### config.mk
export PLATFORM = sky130hd
export DESIGN_NAME = hazard_ctrl_unit_flat
export DESIGN_NICKNAME = d
export VERILOG_FILES = /design/src/rtl/hazard_ctrl_unit_pkg.sv /design/src/rtl/hazard_ctrl_unit_if.sv /design/src/rtl/hazard_ctrl_unit_sat_counter.sv /design/src/rtl/hazard_ctrl_unit.sv /design/src/flat_wrapper.sv
export SDC_FILE = /design/constraint.sdc
export NUM_CORES = 1
export LEC_CHECK = 0
export BUFFER_PORTS_ARGS = -buffer_cell sky130_fd_sc_hd__buf_2
export CAP_MARGIN = 20
export CELL_PAD_IN_SITES_DETAIL_PLACEMENT = 0
export CELL_PAD_IN_SITES_GLOBAL_PLACEMENT = 2
export CORE_MARGIN = 2
export CORE_UTILIZATION = 34
export DETAILED_ROUTE_END_ITERATION = 6
export PLACE_DENSITY_LB_ADDON = 0.05
export SKIP_LAST_GASP = 1
export SYNTH_ARGS = -nofsm -noshare
export SYNTH_HDL_FRONTEND = slang
export SYNTH_SLANG_ARGS = --single-unit
### constraint.sdc
create_clock -name CLK -period 3.6 [get_ports CLK]
set_clock_uncertainty 0.05 [all_clocks]
set_input_delay 0.36 -clock CLK [delete_from_list [all_inputs] [get_ports CLK]]
set_output_delay 0.36 -clock CLK [all_outputs]
set_load 0.01 [all_outputs]
### src/rtl/hazard_ctrl_unit_pkg.sv
// Shared types and defaults for the pipeline hazard controller.
//   hz_state_t    : controller state (RUN, LU_STALL)
//   DEF_*         : default parameter values for the controller and its interface
//   lat_w()       : width of the load-latency down-counter for a given LOAD_LAT
package hazard_ctrl_unit_pkg;

  typedef enum logic {
    RUN      = 1'b0,
    LU_STALL = 1'b1
  } hz_state_t;

  localparam int DEF_REG_ADDR_W = 5;
  localparam int DEF_LOAD_LAT   = 1;
  localparam int DEF_CNT_W      = 32;

  // Enough bits to hold LOAD_LAT-1; at least one bit so the counter always exists.
  function automatic int lat_w(input int lat);
    return (lat > 1) ? $clog2(lat) : 1;
  endfunction

endpackage

### src/rtl/hazard_ctrl_unit_if.sv
// Decode-side hazard information in, pipeline enables/flushes and counters out.
//   master : the pipeline (drives register indices, load/branch/busy status, cnt_clr)
//   slave  : the hazard controller (drives enables, flushes, loadUse, counters)
interface hazard_ctrl_unit_if #(
  parameter int REG_ADDR_W = hazard_ctrl_unit_pkg::DEF_REG_ADDR_W,
  parameter int CNT_W      = hazard_ctrl_unit_pkg::DEF_CNT_W
);
  logic [REG_ADDR_W-1:0] rs1;
  logic [REG_ADDR_W-1:0] rs2;
  logic                  rs1_used;
  logic                  rs2_used;
  logic [REG_ADDR_W-1:0] de_ex_regRd;
  logic                  de_ex_memRead;
  logic                  branch_taken;
  logic                  mem_busy;
  logic                  cnt_clr;
  logic                  PC_write;
  logic                  de_write;
  logic                  ex_mem_write;
  logic                  fd_flush;
  logic                  de_ex_flush;
  logic                  loadUse;
  logic [CNT_W-1:0]      stall_cnt;
  logic [CNT_W-1:0]      flush_cnt;

  modport master (
    output rs1, rs2, rs1_used, rs2_used, de_ex_regRd, de_ex_memRead,
           branch_taken, mem_busy, cnt_clr,
    input  PC_write, de_write, ex_mem_write, fd_flush, de_ex_flush, loadUse,
           stall_cnt, flush_cnt
  );

  modport slave (
    input  rs1, rs2, rs1_used, rs2_used, de_ex_regRd, de_ex_memRead,
           branch_taken, mem_busy, cnt_clr,
    output PC_write, de_write, ex_mem_write, fd_flush, de_ex_flush, loadUse,
           stall_cnt, flush_cnt
  );
endinterface

### src/rtl/hazard_ctrl_unit_sat_counter.sv
// Saturating up-counter used for performance statistics.
//   CLK, RST : clock, async active-high reset (clears count)
//   clr      : synchronous clear, wins over inc
//   inc      : count this cycle
//   count    : current value, sticks at all-ones
module sat_counter
  import hazard_ctrl_unit_pkg::*;
#(
  parameter int W = DEF_CNT_W
) (
  input  logic         CLK,
  input  logic         RST,
  input  logic         clr,
  input  logic         inc,
  output logic [W-1:0] count
);

  always_ff @(posedge CLK or posedge RST) begin
    if (RST) begin
      count <= '0;
    end else if (clr) begin
      count <= '0;
    end else if (inc && (count != '1)) begin
      count <= count + W'(1);
    end
  end

endmodule

### src/rtl/hazard_ctrl_unit.sv
// Load-use / branch-flush / memory-busy hazard controller for the 5-stage pipeline.
//   CLK, RST : clock, async active-high reset
//   hz       : slave side of hazard_ctrl_unit_if
//              in : rs1/rs2 (+used), de_ex_regRd, de_ex_memRead, branch_taken,
//                   mem_busy, cnt_clr
//              out: PC_write, de_write, ex_mem_write, fd_flush, de_ex_flush,
//                   loadUse, stall_cnt, flush_cnt
// Enables and flushes are combinational from inputs and state. A load-use
// stall holds PC and IF/DE for LOAD_LAT non-busy cycles; the first of those is
// spent in RUN, the remaining LOAD_LAT-1 in LU_STALL counted down by lat_cnt.
module hazard_ctrl_unit
  import hazard_ctrl_unit_pkg::*;
#(
  parameter int REG_ADDR_W = DEF_REG_ADDR_W,
  parameter int LOAD_LAT   = DEF_LOAD_LAT,
  parameter int CNT_W      = DEF_CNT_W
) (
  input  logic               CLK,
  input  logic               RST,
  hazard_ctrl_unit_if.slave  hz
);

  localparam int LAT_W    = lat_w(LOAD_LAT);
  localparam int LAT_INIT = (LOAD_LAT > 1) ? LOAD_LAT - 2 : 0;

  hz_state_t             state;
  logic [LAT_W-1:0]      lat_cnt;
  logic [REG_ADDR_W-1:0] rd;
  logic                  hazard;

  logic pc_write, de_write, ex_mem_write, fd_flush, de_ex_flush, load_use;
  logic stall_inc;

  assign rd = hz.de_ex_regRd;

  // x0 never carries a hazard; unused source fields are don't-care.
  assign hazard = hz.de_ex_memRead && (rd != '0) &&
                  ((hz.rs1_used && (hz.rs1 == rd)) ||
                   (hz.rs2_used && (hz.rs2 == rd)));

  always_ff @(posedge CLK or posedge RST) begin
    if (RST) begin
      state   <= RUN;
      lat_cnt <= '0;
    end else if (!hz.mem_busy) begin
      case (state)
        RUN: begin
          // A taken branch squashes the DE instruction, so its hazard is moot.
          if (!hz.branch_taken && hazard && (LOAD_LAT > 1)) begin
            state   <= LU_STALL;
            lat_cnt <= LAT_W'(LAT_INIT);
          end
        end
        LU_STALL: begin
          if (lat_cnt == '0) state <= RUN;
          else               lat_cnt <= lat_cnt - LAT_W'(1);
        end
        default: state <= RUN;
      endcase
    end
  end

  always_comb begin
    pc_write     = 1'b1;
    de_write     = 1'b1;
    ex_mem_write = 1'b1;
    fd_flush     = 1'b0;
    de_ex_flush  = 1'b0;
    load_use     = 1'b0;
    if (RST) begin
      pc_write     = 1'b0;
      de_write     = 1'b0;
      ex_mem_write = 1'b0;
    end else if (hz.mem_busy) begin
      // Full freeze; loadUse still reports a stall in progress.
      pc_write     = 1'b0;
      de_write     = 1'b0;
      ex_mem_write = 1'b0;
      load_use     = (state == LU_STALL);
    end else if (state == LU_STALL) begin
      pc_write    = 1'b0;
      de_write    = 1'b0;
      de_ex_flush = 1'b1;
      load_use    = 1'b1;
    end else if (hz.branch_taken) begin
      fd_flush    = 1'b1;
      de_ex_flush = 1'b1;
    end else if (hazard) begin
      pc_write    = 1'b0;
      de_write    = 1'b0;
      de_ex_flush = 1'b1;
      load_use    = 1'b1;
    end
  end

  assign hz.PC_write     = pc_write;
  assign hz.de_write     = de_write;
  assign hz.ex_mem_write = ex_mem_write;
  assign hz.fd_flush     = fd_flush;
  assign hz.de_ex_flush  = de_ex_flush;
  assign hz.loadUse      = load_use;

  assign stall_inc = !pc_write;

  sat_counter #(.W(CNT_W)) u_stall_cnt (
    .CLK   (CLK),
    .RST   (RST),
    .clr   (hz.cnt_clr),
    .inc   (stall_inc),
    .count (hz.stall_cnt)
  );

  sat_counter #(.W(CNT_W)) u_flush_cnt (
    .CLK   (CLK),
    .RST   (RST),
    .clr   (hz.cnt_clr),
    .inc   (fd_flush),
    .count (hz.flush_cnt)
  );

endmodule
### src/flat_wrapper.sv
// flat-port wrapper written by rule: the top's interface ports become plain ports
module hazard_ctrl_unit_flat import hazard_ctrl_unit_pkg::*;
#(
  parameter int REG_ADDR_W = DEF_REG_ADDR_W,
  parameter int LOAD_LAT   = DEF_LOAD_LAT,
  parameter int CNT_W      = DEF_CNT_W
)
  (CLK, RST, hz_rs1, hz_rs2, hz_rs1_used, hz_rs2_used, hz_de_ex_regRd, hz_de_ex_memRead, hz_branch_taken, hz_mem_busy, hz_cnt_clr, hz_PC_write, hz_de_write, hz_ex_mem_write, hz_fd_flush, hz_de_ex_flush, hz_loadUse, hz_stall_cnt, hz_flush_cnt);
  hazard_ctrl_unit_if #(.REG_ADDR_W(REG_ADDR_W), .CNT_W(CNT_W)) hz_i ();
  input  logic CLK;
  input  logic RST;
  input wire logic [$bits(hz_i.rs1)-1:0] hz_rs1;
  input wire logic [$bits(hz_i.rs2)-1:0] hz_rs2;
  input wire logic [$bits(hz_i.rs1_used)-1:0] hz_rs1_used;
  input wire logic [$bits(hz_i.rs2_used)-1:0] hz_rs2_used;
  input wire logic [$bits(hz_i.de_ex_regRd)-1:0] hz_de_ex_regRd;
  input wire logic [$bits(hz_i.de_ex_memRead)-1:0] hz_de_ex_memRead;
  input wire logic [$bits(hz_i.branch_taken)-1:0] hz_branch_taken;
  input wire logic [$bits(hz_i.mem_busy)-1:0] hz_mem_busy;
  input wire logic [$bits(hz_i.cnt_clr)-1:0] hz_cnt_clr;
  output wire logic [$bits(hz_i.PC_write)-1:0] hz_PC_write;
  output wire logic [$bits(hz_i.de_write)-1:0] hz_de_write;
  output wire logic [$bits(hz_i.ex_mem_write)-1:0] hz_ex_mem_write;
  output wire logic [$bits(hz_i.fd_flush)-1:0] hz_fd_flush;
  output wire logic [$bits(hz_i.de_ex_flush)-1:0] hz_de_ex_flush;
  output wire logic [$bits(hz_i.loadUse)-1:0] hz_loadUse;
  output wire logic [$bits(hz_i.stall_cnt)-1:0] hz_stall_cnt;
  output wire logic [$bits(hz_i.flush_cnt)-1:0] hz_flush_cnt;
  assign hz_i.rs1 = hz_rs1;
  assign hz_i.rs2 = hz_rs2;
  assign hz_i.rs1_used = hz_rs1_used;
  assign hz_i.rs2_used = hz_rs2_used;
  assign hz_i.de_ex_regRd = hz_de_ex_regRd;
  assign hz_i.de_ex_memRead = hz_de_ex_memRead;
  assign hz_i.branch_taken = hz_branch_taken;
  assign hz_i.mem_busy = hz_mem_busy;
  assign hz_i.cnt_clr = hz_cnt_clr;
  assign hz_PC_write = hz_i.PC_write;
  assign hz_de_write = hz_i.de_write;
  assign hz_ex_mem_write = hz_i.ex_mem_write;
  assign hz_fd_flush = hz_i.fd_flush;
  assign hz_de_ex_flush = hz_i.de_ex_flush;
  assign hz_loadUse = hz_i.loadUse;
  assign hz_stall_cnt = hz_i.stall_cnt;
  assign hz_flush_cnt = hz_i.flush_cnt;
  hazard_ctrl_unit #(.REG_ADDR_W(REG_ADDR_W), .LOAD_LAT(LOAD_LAT), .CNT_W(CNT_W)) u_core (.CLK(CLK), .RST(RST), .hz(hz_i));
endmodule
Word-level counts from Yosys, hierarchy flattened:

Index checks and enable logic that the tools add are counted.
Widths: inputs -> output; s select.

* register bits: 66
* input port bits: 23
* word-level logic and storage cells: 51

* add/subtract/negate cells: 3
* equal/unequal tests: 4
* mux-type cells: 27
* bitwise operators: 1
* reduce and logical (&&, ||, !) cells: 12

Operators with widths (count)
* $mux 32: 4
* $add 32x1->32 const B: 2
* $ne 32x32->1 const B: 2
* $mux 1: 23
* $eq 5x5->1: 2
* $logic_and 1x1->1: 6
* $reduce_bool 5->1: 1
* $reduce_bool 2->1: 2
* $reduce_and 2->1: 1
* $logic_not 1->1: 1
* $logic_or 1x1->1: 1
* $not 1->1: 1
* $sub 1x1->1 const B: 1

Logic depth before layout (Yosys ltp):

Gate-level depths: netlist of the first run.

* depth in word-level cells: 13
* depth in mapped cells: 9
* depth with buffers taken out: 8

By module:

A second synthesis of the first run with hierarchy kept.

* cell total of the unflattened synthesis: 396
* area total of the unflattened synthesis: 3684.8 um^2

By module, submodules not included
* sat_counter: instances 2, cells each 186, area each 1740.4 um^2, seq. area each 800.8 um^2
* hazard_ctrl_unit: instances 1, cells each 24, area each 203.9 um^2, seq. area each 0.0 um^2

Least setup slack after synthesis of the first run:

Ideal clock, no wire load.

* path kind: reg-to-reg
* start: reg u_core.u_stall_cnt.count[0]
* end: reg u_core.u_stall_cnt.count[23]
* library setup time: 125 ps
* arrival time: 2238 ps
* data required time: 3425 ps
* path slack: 1187 ps
* stages on the path, launching flop included: 9
* path buffers: 0
* clock period less this slack: 2413 ps
* path through: dfrtp_1 -> ha_1 -> nand3_1 -> nand2b_2 -> or3_4 -> nor4_4 -> nor4b_4 -> and3_1 -> mux2_4

* word-level cells in the longest chain between the ends: 3

Ends and longest elaborated chain
* start, declared: RTL line hazard_ctrl_unit_sat_counter.sv:15 `output logic [W-1:0] count`
* start signal, assigned: RTL line hazard_ctrl_unit_sat_counter.sv:24 `count <= count + W'(1);`
* $add 32x1->32 or $ne 32x32->1 (tied branches): RTL line hazard_ctrl_unit_sat_counter.sv:24, hazard_ctrl_unit_sat_counter.sv:23
* $mux 32 or $logic_and 1x1->1 (tied branches): RTL line hazard_ctrl_unit_sat_counter.sv:23 `end else if (inc && (count != '1)) begin`
* $mux 32 or $reduce_bool 2->1 (tied branches)

Several ways; a longest one is shown, not always the timed one. The select of a mux whose other input is x is not followed.
A chain may end at the register's enable or synchronous reset.

Worst setup path in the final report of the first run:

* start: reg u_core.u_stall_cnt.count[0]
* end: reg u_core.u_stall_cnt.count[16]

Same word-level chain as after synthesis.

==> impl_results.md, run 1 <==
- Status: complete, no violations
- CTS Hold Bufs: 0
- Non-filler cells in the finished layout: 618
- Seq/Total Area, Yosys: 45.31%
- Highest cell delay on the worst timing path: 0.45 ns
- Starting Density: 34.55%
- Worst-Margin Slew: 0.8875 ns
- CTS Sinks: 64
- R2R depth: 9
- WP data arrival: 2.59 ns
- Syn. warnings: 0
- Sequential share of power: 45.3%
- M1 GR Usage: 21.47%
- Switching Fraction: 22.01%
- Netlist Area Pre-Place: 3535 sq um
- Final setup fails: 0
- Global-route wire length before repair: 15.28 mm
- Initial antenna violation count: 0
- CP Launch Type: flop
- Flop-to-flop setup slack: 1.16 ns
- Tcrit/Tclk final: 67.87%
- Largest net degree at the start of global routing: 47
- Final min period: 2.443 ns
- Main combinational cell family by area after synthesis: simple AND/OR/NAND/NOR gates
- Cts repair resizes: 0
- GRT Total Usage: 16.97%
- Syn Nets: 407
- CTS tree: built
- Fin. Hold Viols: 0
- P_int: 1.253 mW
- PortBufs: 92
- DP Cell Count: 602
- Top FF cell, synth: dfrtp_1
- # fillers: 1,047
- #FFs+latches synth: 64
- Vias/cell: 4.937
- Nets: 502
- Global route hottest layer: met2
- First-pass DRT Iterations: 4
- Setup bufs post-CTS: 0
- Placer Congestion: 0.7584
- Post-Route Utilization: 43.06%
- Die Span X: 106.0 um
- Drt initial violations: 61
- Number of flops mapped to enable cells by yosys: 0
- FFs w/ async S/R, synth: 100.0%
- Crit path max fanout: 22
- Number of global-route vias before repair: 3,093
- Mux cell area share after synthesis: 1.027%
- M2 GR Usage: 28.57%
- Die height: 106.0 um
- Antenna Violating Nets Remaining: 0
- Tot Pwr: 1.607 mW
- WP data required: 3.74 ns
- Setup slack at placement: 1.093 ns
- Avg Inst Size Synth: 9.253 sq um
- Root buffer selected by CTS: clkbuf_8
- CP cell instances: ha_1, nand3_1, nand2b_2, or3_4, nor4_4, buf_4, nor4b_1, xnor2_1, nor2_1
- Clock-pin slew on the worst setup and hold paths: 0.08 ns
- Routed WL per cell: 14.46 um
- Clk buf depth: 2
- Cell row count: 37
- Area of the multi-input gates: 1859 sq um
- Netlist cell types: 46
- Placed inst area: 4151 sq um
- Max-slew violations: 0
- Final Cell Area: 4405 sq um
- # DRC: 0
- CTS buffer count: 9
- Clock share of power: 49.0%
- Core region area: 10,230 sq um
- Synth Area in Compound Gates: 4.708%
- Post-Synthesis Cells: 382
- RSZ-0062 raised after global routing: no
- Setup CP Type: reg -> reg
- TNS Setup: 0 ns
- H-Tree Depth: 3
- VDD IR max: 0.2121 mV
- Synth Area in Simple Gates: 30.94%
- Final WL: 8.934 mm
- Synth Area in Adders: 0.7080%
- Hold_ws: 0.1453 ns
- Slowest CP cell: or3_4
- Final WS setup: 1.157 ns
- Cell Pwr Density: 364.7 nW/um^2
- Fmax: 409.3 MHz
- Clk_lat worst skew: 0.34 ns
- Synth Area in XOR/XNOR: 15.12%
- Max-slew headroom: 40.83%
- P_leak: 1.999 nW
- Vias: 3,051
- Max-Cap Viols: 0
- Dpl hpwl: 6.469 mm
- M3 GR Usage: 3.372%
- Syn-to-layout area delta: 24.64%
- Combinational share of power: 5.7%
- Storage element area: 1602 sq um
- Worst setup EP type: flop
- Hold Path Class: in -> async
- Sw power: 0.3537 mW
- Ports: 93
- Die area: 11,230 sq um
- Layout cells sized above 1: 26.35%
- N_diodes: 0
- Final global-route overflow total: 0
==> flip-flops by register name, indices dropped and copies added, names as in the netlist <==
signal and flops:
u_core.u_flush_cnt.count 32, u_core.u_stall_cnt.count 32
==> worst paths after layout <==
path | startpoint | endpoint
max | u_core.u_stall_cnt.count[0] | u_core.u_stall_cnt.count[16]
min | RST | u_core.u_stall_cnt.count[6]
max reg2reg | u_core.u_stall_cnt.count[0] | u_core.u_stall_cnt.count[16]
min reg2reg | u_core.u_stall_cnt.count[27] | u_core.u_stall_cnt.count[27]
max in group asynchronous | RST | u_core.u_flush_cnt.count[27]
min in group CLK | u_core.u_stall_cnt.count[27] | u_core.u_stall_cnt.count[27]
==> power by group through the flow <==
stage / clock network, mW / registers (mW) / logic [mW]
2_1_floorplan: 0 / 0.743 / 0.0528
3_3_place_gp: 0 / 0.742 / 0.0945
3_5_place_dp: 0 / 0.742 / 0.0951
4_1_cts: 0.817 / 0.728 / 0.0951
5_1_grt: 0.842 / 0.728 / 0.106
6_report: 0.788 / 0.728 / 0.0915
==> area by class of cell <==
type | count | area share, %
multi-input combinational | 300 | 42.20
sequential | 64 | 36.35
timing repair buffer | 98 | 11.47
tap | 136 | 3.863
clock buffer | 11 | 3.437
clock inverter | 5 | 2.329
inverter | 4 | 0.3408
==> cell families (layout without fill, tap and decap cells) <==
| logic type | Yosys count | count (layout) |
|---|---|---|
| fa+ha+maj | 2 | 2 |
| buf+inv | 18 | 118 |
| flops | 64 | 64 |
| compound gates | 27 | 27 |
| xor+xnor | 61 | 61 |
| mux | 3 | 3 |
| simple gates | 207 | 207 |
==> cell usage in the layout (no fill, tap or decap), drive strengths merged, types with 2 or more instances in the layout <==
| cell type | count |
|---|---|
| a21boi | 3 |
| a21oi | 10 |
| a31o | 2 |
| and2 | 3 |
| and3 | 7 |
| and4 | 12 |
| buf | 98 |
| bufinv | 3 |
| clkbuf | 11 |
| dfrtp | 64 |
| ha | 2 |
| inv | 4 |
| mux2 | 2 |
| nand2 | 25 |
| nand2b | 3 |
| nand3 | 24 |
| nand4 | 16 |
| nor2 | 70 |
| nor2b | 3 |
| nor3 | 17 |
| nor3b | 4 |
| nor4 | 12 |
| nor4b | 2 |
| o21ai | 7 |
| or3 | 6 |
| xnor2 | 48 |
| xor2 | 13 |
==> worst max-delay path, delay by kind of cell (launching register included) <==
family / cells / cell delay [ns]
xor gates and xnor gates: 1 / 0.15
adders and majority gates: 1 / 0.18
buffers and inverters: 1 / 0.32
DFF: 1 / 0.41
and+or+nand+nor: 6 / 1.19
==> synth_stat cells, types with 2 or more instances <==
cell,instances,area share [%]
nor2_1,70,7.4
dfrtp_1,64,45
xnor2_1,48,12
nand2_1,25,2.7
nand3_1,24,3.4
nor3_1,17,2.4
nand4_1,16,2.8
xor2_1,13,3.2
and4_1,11,2.7
nor4_1,11,1.9
a21oi_1,10,1.4
clkbuf_1,8,0.85
and3_1,7,1.2
o21ai_0,6,0.85
buf_2,5,0.71
or3_1,5,0.88
inv_1,4,0.42
nor3b_1,4,0.85
nor2b_1,3,0.53
a31o_2,2,0.50
and2_1,2,0.35
ha_1,2,0.71
nand2b_1,2,0.35
==> layer usage <==
metal	share of wire, %	up-vias	wire length [um]
met1	46	1457	4118
met5	0	-	0
li1	-	1527	-
met2	49	54	4341
met4	1.5	0	137
met3	3.8	13	337
Power figures use the tool's default switching activity.
==> run 2, diff against run 1 <==
- ABC_AREA: not set -> 1
- CORE_UTILIZATION: 34 -> 30
- clock period: 3.6 -> 2.32 ns (I/O delays scaled with it)
==> run 2 against run 1 <==
Net effect: area after synthesis rose by 37%; largest cell class unchanged; critical endpoint is now u_core.u_flush_cnt.count[8]; clock power up 84%; combinational power up 130%; critical path depth increased by 1; global-route usage up 4.0 points.
==> impl_results.md, run 2 <==
- # DRC: 0 (unchanged)
- Syn Nets: 786 (+93%)
- #FFs+latches synth: 64 (unchanged)
- Clock share of power: 51.8% (+2.8 points)
- Netlist Area Pre-Place: 4846 sq um (+37%)
- CP Launch Type: flop
- Cell Pwr Density: 465.7 nW/um^2 (+28%)
- Worst-Margin Slew: 0.6042 ns (-0.2833 ns)
- Biggest regs: u_core.u_flush_cnt.count (32), u_core.u_stall_cnt.count (32)
- H-Tree Depth: 3 (unchanged)
- Antenna Violating Nets Remaining: 0 (unchanged)
- Clk buf depth: 2 (unchanged)
- Seq/Total Area, Yosys: 33.05% (-12 points)
- Post-Synthesis Cells: 761 (+99%)
- Main combinational cell family by area after synthesis: simple AND/OR/NAND/NOR gates
- CP cell instances: ha_1, inv_1, nor3_4, nand2_4, nor2_8, nand2_1, nand2_1, nor2_1, o21ai_0, nor2_1
- Layout cells sized above 1: 18.25% (-8.1 points)
- Syn-to-layout area delta: 23.60%
- Fmax: 476.9 MHz (+17%)
- Top-area cell type share of the netlist area: 33.05% (-12 points)
- Sw power: 0.6878 mW (+94%)
- P_int: 2.102 mW (+68%)
- P_leak: 3.125 nW (+56%)
- Commonest non-fill, non-tap cell in the layout: nand2_1
- Netlist cell types: 31 (-33%)
- CTS Sinks: 64 (unchanged)
- Most numerous cell in the Yosys netlist: nand2_1
- Die Span X: 131.1 um (+24%)
- Synth Area in Simple Gates: 46.37% (+15 points)
- Crit path max fanout: 12 (-45%)
- Initial antenna violation count: 0 (unchanged)
- Clock-pin slew on the worst setup and hold paths: 0.06 ns (-0.02 ns)
- First-pass DRT Iterations: 4 (unchanged)
- Fin. Hold Viols: 0 (unchanged)
- Sequential share of power: 40.5% (-4.8 points)
- TNS Setup: 0 ns (unchanged)
- Max-slew headroom: 59.72% (+19 points)
- GRT Total Usage: 20.96% (+4.0 points)
- Final min period: 2.097 ns (-0.3467 ns)
- CTS buffer count: 9 (unchanged)
- Vias: 5,289 (+73%)
- Core region area: 15,830 sq um (+55%)
- Worst path bufs/invs: 1 (unchanged)
- Number of flops mapped to enable cells by yosys: 0 (unchanged)
- Clk_lat worst skew: 0.34 ns (about the same)
- Top FF cell, synth: dfrtp_1
- Max-Cap Viols: 0 (unchanged)
- Synth Area in XOR/XNOR: 4.338% (-11 points)
- Die area: 17,190 sq um (+53%)
- # fillers: 1,752 (+67%)
- Synth Area in Adders: 0.5164% (-0.19 points)
- Final global-route overflow total: 0 (unchanged)
- Most frequent cells in the layout: 249 x nand2_1, 98 x inv_1, 92 x nor2_1, 92 x buf_2, 80 x nand3_1
- Post-synth top area cell: dfrtp_1
- Final setup fails: 0 (unchanged)
- Die height: 131.1 um (+24%)
- Drt initial violations: 283 (+360%)
- Max-slew violations: 0 (unchanged)
- Routed WL per cell: 15.69 um (+8.5%)
- Worst setup EP type: flop
- Hold Path Class: in -> reg
- Final WL: 17.07 mm (+91%)
- Largest net degree at the start of global routing: 65 (+38%)
- Mux cell area share after synthesis: 0% (-1.0 points)
- Synth top area cells: dfrtp_1 33%, nand2_1 19%, nand3_1 8.3%, inv_1 7.7%, nor2_1 7.1%
- Combinational share of power: 7.7% (+2.0 points)
- Highest cell delay on the worst timing path: 0.43 ns (-0.02 ns)
- WP data required: 2.50 ns (-1.24 ns)
- Dpl hpwl: 12.96 mm (+100%)
- Synth cell count leaders: 249 x nand2_1, 99 x inv_1, 92 x nor2_1
- VDD IR max: 0.3176 mV (+50%)
- Tcrit/Tclk final: 90.38% (+23 points)
- CP top delay family: simple AND/OR/NAND/NOR gates
- Tot Pwr: 2.790 mW (+74%)
- Post-Route Utilization: 37.84% (-5.2 points)
- WP data arrival: 2.27 ns (-0.32 ns)
- Status: complete, no violations
- Syn. warnings: 0 (unchanged)
- Switching Fraction: 24.66% (+2.6 points)
- Nets: 892 (+78%)
- PortBufs: 92 (unchanged)
- CTS tree: built
- Root buffer selected by CTS: clkbuf_16
- Ports: 93 (unchanged)
- FFs w/ async S/R, synth: 100.0% (unchanged)
- Starting Density: 30.62% (-3.9 points)
- Cell row count: 46 (+24%)
- Setup CP Type: reg -> reg
- Global-route wire length before repair: 27.49 mm (+80%)
- Vias/cell: 4.861 (-1.5%)
- Synth Area in Compound Gates: 5.061% (+0.35 points)
- Avg Inst Size Synth: 6.368 sq um (-31%)
- Number of global-route vias before repair: 5,122 (+66%)
- Slowest CP cell: dfrtp_1
- RSZ-0062 raised after global routing: no
- Placer Congestion: 0.8667 (+14%)
[run 2: cell count changes after synthesis, sizes merged, moves of 12 or more]
cell	delta
nand2	+227
o21ai	+24
nand3	+56
and4	-12
xnor2	-34
nor2	+28
inv	+99
nor4	-12
nand4	+34
[run 2: final timing paths]
path	startpoint	to	slack [ns]	depth (start not counted)
min reg2reg	u_core.u_flush_cnt.count[31]	u_core.u_flush_cnt.count[31]	0.50	2
min	hz_cnt_clr	u_core.u_flush_cnt.count[4]	0.23	2
min in group asynchronous	RST	u_core.u_flush_cnt.count[28]	0.47	4
max reg2reg	u_core.u_flush_cnt.count[0]	u_core.u_flush_cnt.count[8]	0.22	10
max	u_core.u_flush_cnt.count[0]	u_core.u_flush_cnt.count[8]	0.22	10
max in group asynchronous	RST	u_core.u_stall_cnt.count[26]	1.43	4
[run 2: per-stage QoR]
step	worst slack [ns]	area [sq um]	std cells	hold WS, ns
6_report	0.2232	5989	1088	0.2349
5_1_grt	0.01048	5987	1087	0.2394
4_1_cts	0.2417	5987	1087	0.2129
3_5_place_dp	0.2526	5669	1071	0.3164
3_3_place_gp	0.2695	5669	1071	0.3157
2_1_floorplan	0.3886	4846	761	0.4517
[run 2: cell families (layout without fill, tap and decap cells)]
logic type	after synthesis	in the layout
compound gates	39	39
xor+xnor	24	24
fa+ha+maj	2	2
buf+inv	127	237
flops	64	64
other cells	0	1
simple gates	505	505
[run 2: area by class of cell]
type / instances / area [sq um] / area share, %
multi-input combinational: 570 / 2728 / 45.54
sequential: 64 / 1602 / 26.74
timing repair buffer: 119 / 690.7 / 11.53
inverter: 103 / 389.1 / 6.497
clock buffer: 13 / 270.3 / 4.512
tap: 216 / 270.3 / 4.512
clock inverter: 2 / 37.54 / 0.6267
antenna: 1 / 2.502 / 0.04178
[run 2: what timing repair did]
action                                  CTS  global route
setup buffers                             0             0
endpoints found under the setup margin    0             0
hold buffers                              1             0
resized for setup                         0             0
hold endpoints to repair                 64             0
[run 2: layer usage]
layer | GRT usage, % | part of all wire [%] | vias up
met2 | 30.45 | 42 | 126
met3 | 3.531 | 5.4 | 20
met1 | 31.38 | 51 | 2494
met4 | 6.884 | 1.6 | 0
met5 | 0 | 0 | -
li1 | - | - | 2649
[run 2: power by group through the flow]
| stage | Sequential [mW] | Combinational (mW) | Clock, mW |
|---|---|---|---|
| floorplan | 1.15 | 0.126 | 0 |
| global placement | 1.15 | 0.217 | 0 |
| detailed placement | 1.15 | 0.219 | 0 |
| CTS | 1.13 | 0.221 | 1.48 |
| global route | 1.13 | 0.242 | 1.53 |
| finish | 1.13 | 0.215 | 1.45 |
==> run 3, diff against run 2 <==
- CORE_UTILIZATION: 30 -> 32
- clock period: 2.32 -> 2.5 ns (I/O delays scaled with it)
==> run 3 against run 2 <==
Net effect: combinational power is 9.3% lower; via count is 3.5% lower; flip-flop and latch count stayed put; cell area is 2.4% lower; register-to-register slack better by 0.09 ns; routed wire length is 3.3% lower; utilization is 2.1 points higher; sequential power is 7% lower; fmax is 4.2% lower; non-clock buffer count is 11 lower; total power is 9.5% lower; count of clock-buffer cells in the layout is 2 lower; critical path type unchanged; largest power group unchanged; highest routed layer unchanged.
==> impl_results.md, run 3 (synthesized netlist as in run 2, its figures left out) <==
- CTS Sinks: 64 (unchanged)
- Final global-route overflow total: 0 (unchanged)
- Vias: 5,106 (-3.5%)
- Max-Cap Viols: 0 (unchanged)
- Clk_lat worst skew: 0.34 ns (about the same)
- Worst-Margin Slew: 0.8406 ns (+0.2364 ns)
- Fin. Hold Viols: 0 (unchanged)
- Die height: 127.1 um (-3.1%)
- PortBufs: 92 (unchanged)
- Clk buf depth: 2 (unchanged)
- Commonest non-fill, non-tap cell in the layout: nand2_1
- Setup CP Type: reg -> reg
- Die Span X: 127.1 um (-3.1%)
- Syn-to-layout area delta: 20.60%
- TNS Setup: 0 ns (unchanged)
- Tcrit/Tclk final: 87.53% (-2.8 points)
- Vias/cell: 4.886 (+0.51%)
- Hold Path Class: in -> async
- VDD IR max: 0.2739 mV (-14%)
- CP cell instances: ha_1, nand2_1, nor2_2, inv_2, nor3_2, nand4_2, nand2_2, buf_12, nand3_1, nand2_1
- CTS tree: built
- # fillers: 1,627 (-7.1%)
- Final setup fails: 0 (unchanged)
- H-Tree Depth: 3 (unchanged)
- Status: complete, no violations
- Clock-pin slew on the worst setup and hold paths: 0.06 ns (about the same)
- Fmax: 457.0 MHz (-4.2%)
- Area of the multi-input gates: 2728 sq um (unchanged)
- Ports: 93 (unchanged)
- Highest cell delay on the worst timing path: 0.46 ns (+0.03 ns)
- CTS buffer count: 9 (unchanged)
- Hold_ws: 0.04270 ns (-0.1922 ns)
- Layout cells sized above 1: 17.31% (-0.95 points)
- Non-filler cells in the finished layout: 1,045 (-4.0%)
- GRT Total Usage: 21.27% (+0.31 points)
- Placer Congestion: 0.9037 (+4.3%)
- Antenna Violating Nets Remaining: 0 (unchanged)
- Worst setup EP type: flop
- Max-slew headroom: 43.88% (-16 points)
- Die area: 16,140 sq um (-6.1%)
- Root buffer selected by CTS: clkbuf_16
- Core region area: 14,640 sq um (-7.5%)
- Cts repair resizes: 0 (unchanged)
- Most frequent cells in the layout: 249 x nand2_1, 98 x inv_1, 92 x nor2_1, 92 x buf_2, 80 x nand3_1
- N_diodes: 0 (-1)
- CTS Hold Bufs: 0 (-1)
- CP Launch Type: flop
- Final WL: 16.51 mm (-3.3%)
- Cell Pwr Density: 432.1 nW/um^2 (-7.2%)
- Storage element area: 1602 sq um (unchanged)
- Most used cell, CP: nand2_1
- First-pass DRT Iterations: 4 (unchanged)
- Max-slew violations: 0 (unchanged)
- P_leak: 3.051 nW (-2.3%)
- Cell row count: 44 (-4.3%)
- Setup bufs post-CTS: 0 (unchanged)
- DP Cell Count: 1,029 (-3.9%)
- Drt initial violations: 266 (-6.0%)
- Starting Density: 33.09% (+2.5 points)
- Initial antenna violation count: 0 (unchanged)
- Dpl hpwl: 12.61 mm (-2.7%)
- Global-route wire length before repair: 26.86 mm (-2.3%)
- Final min period: 2.188 ns (+0.09158 ns)
- WP data required: 2.73 ns (+0.23 ns)
- # DRC: 0 (unchanged)
- Crit path max fanout: 20 (+8)
- Biggest regs: u_core.u_flush_cnt.count (32), u_core.u_stall_cnt.count (32)
- WP data arrival: 2.42 ns (+0.15 ns)
- Number of global-route vias before repair: 5,115 (-0.14%)
- Slowest CP cell: dfrtp_1
- Nets: 881 (-1.2%)
- Routed WL per cell: 15.80 um (+0.66%)
- Largest net degree at the start of global routing: 39 (-40%)
- RSZ-0062 raised after global routing: no
## run 3: per-layer routing
layer	part of all wire, %	vias up	global-route usage, %
met4	2.3	0	7.175
li1	-	2620	-
met1	44	2379	25.79
met5	0	-	0
met2	51	85	38.11
met3	2.9	22	3.769
## run 3: report_power, final
part / switching [mW] / internal [mW] / leakage (nW)
Sequential: 0.00805 / 1.04 / 0.892
Combinational: 0.139 / 0.0566 / 2.03
Clock: 0.509 / 0.771 / 0.132
Total: 0.656 / 1.87 / 3.05
## run 3: metrics by stage
| step | instance area [sq um] | utilization, % | total power [mW] | worst slack, ns |
|---|---|---|---|---|
| after floorplan | 4846 | - | 1.187 | 0.5686 |
| after global placement | 5554 | 37.93 | 1.267 | 0.3416 |
| after detailed placement | 5554 | 37.93 | 1.268 | 0.3380 |
| after CTS | 5844 | 39.91 | 2.571 | 0.3149 |
| after global routing | 5844 | 39.91 | 2.622 | 0.1061 |
| final | 5844 | 39.91 | 2.525 | 0.3116 |
## run 3: final timing paths
path                                           endpoint  cells after the start                          from  slack, ns
setup / recovery           u_core.u_stall_cnt.count[30]                     10   u_core.u_stall_cnt.count[0]       0.31
hold / removal              u_core.u_stall_cnt.count[3]                      2                           RST       0.04
setup reg to reg           u_core.u_stall_cnt.count[30]                     10   u_core.u_stall_cnt.count[0]       0.31
hold reg to reg            u_core.u_flush_cnt.count[31]                      2  u_core.u_flush_cnt.count[31]       0.50
max in group asynchronous  u_core.u_flush_cnt.count[24]                      3                           RST       1.65
min in group CLK            u_core.u_flush_cnt.count[6]                      2                    hz_cnt_clr       0.27
## run 3: final cells by class
type / instances / share of cell area (%)
multi-input combinational: 570 / 46.67
sequential: 64 / 27.40
timing repair buffer: 108 / 10.36
inverter: 103 / 6.658
clock buffer: 11 / 3.982
tap: 184 / 3.939
clock inverter: 5 / 0.9848
## run 3: critical path, delay by kind of cell (launching register included)
family / cells / cell delay (ns)
adder cells (fa/ha/maj): 1 / 0.29
buffers and inverters: 2 / 0.28
flip-flops: 1 / 0.46
AND/OR/NAND/NOR: 7 / 1.03
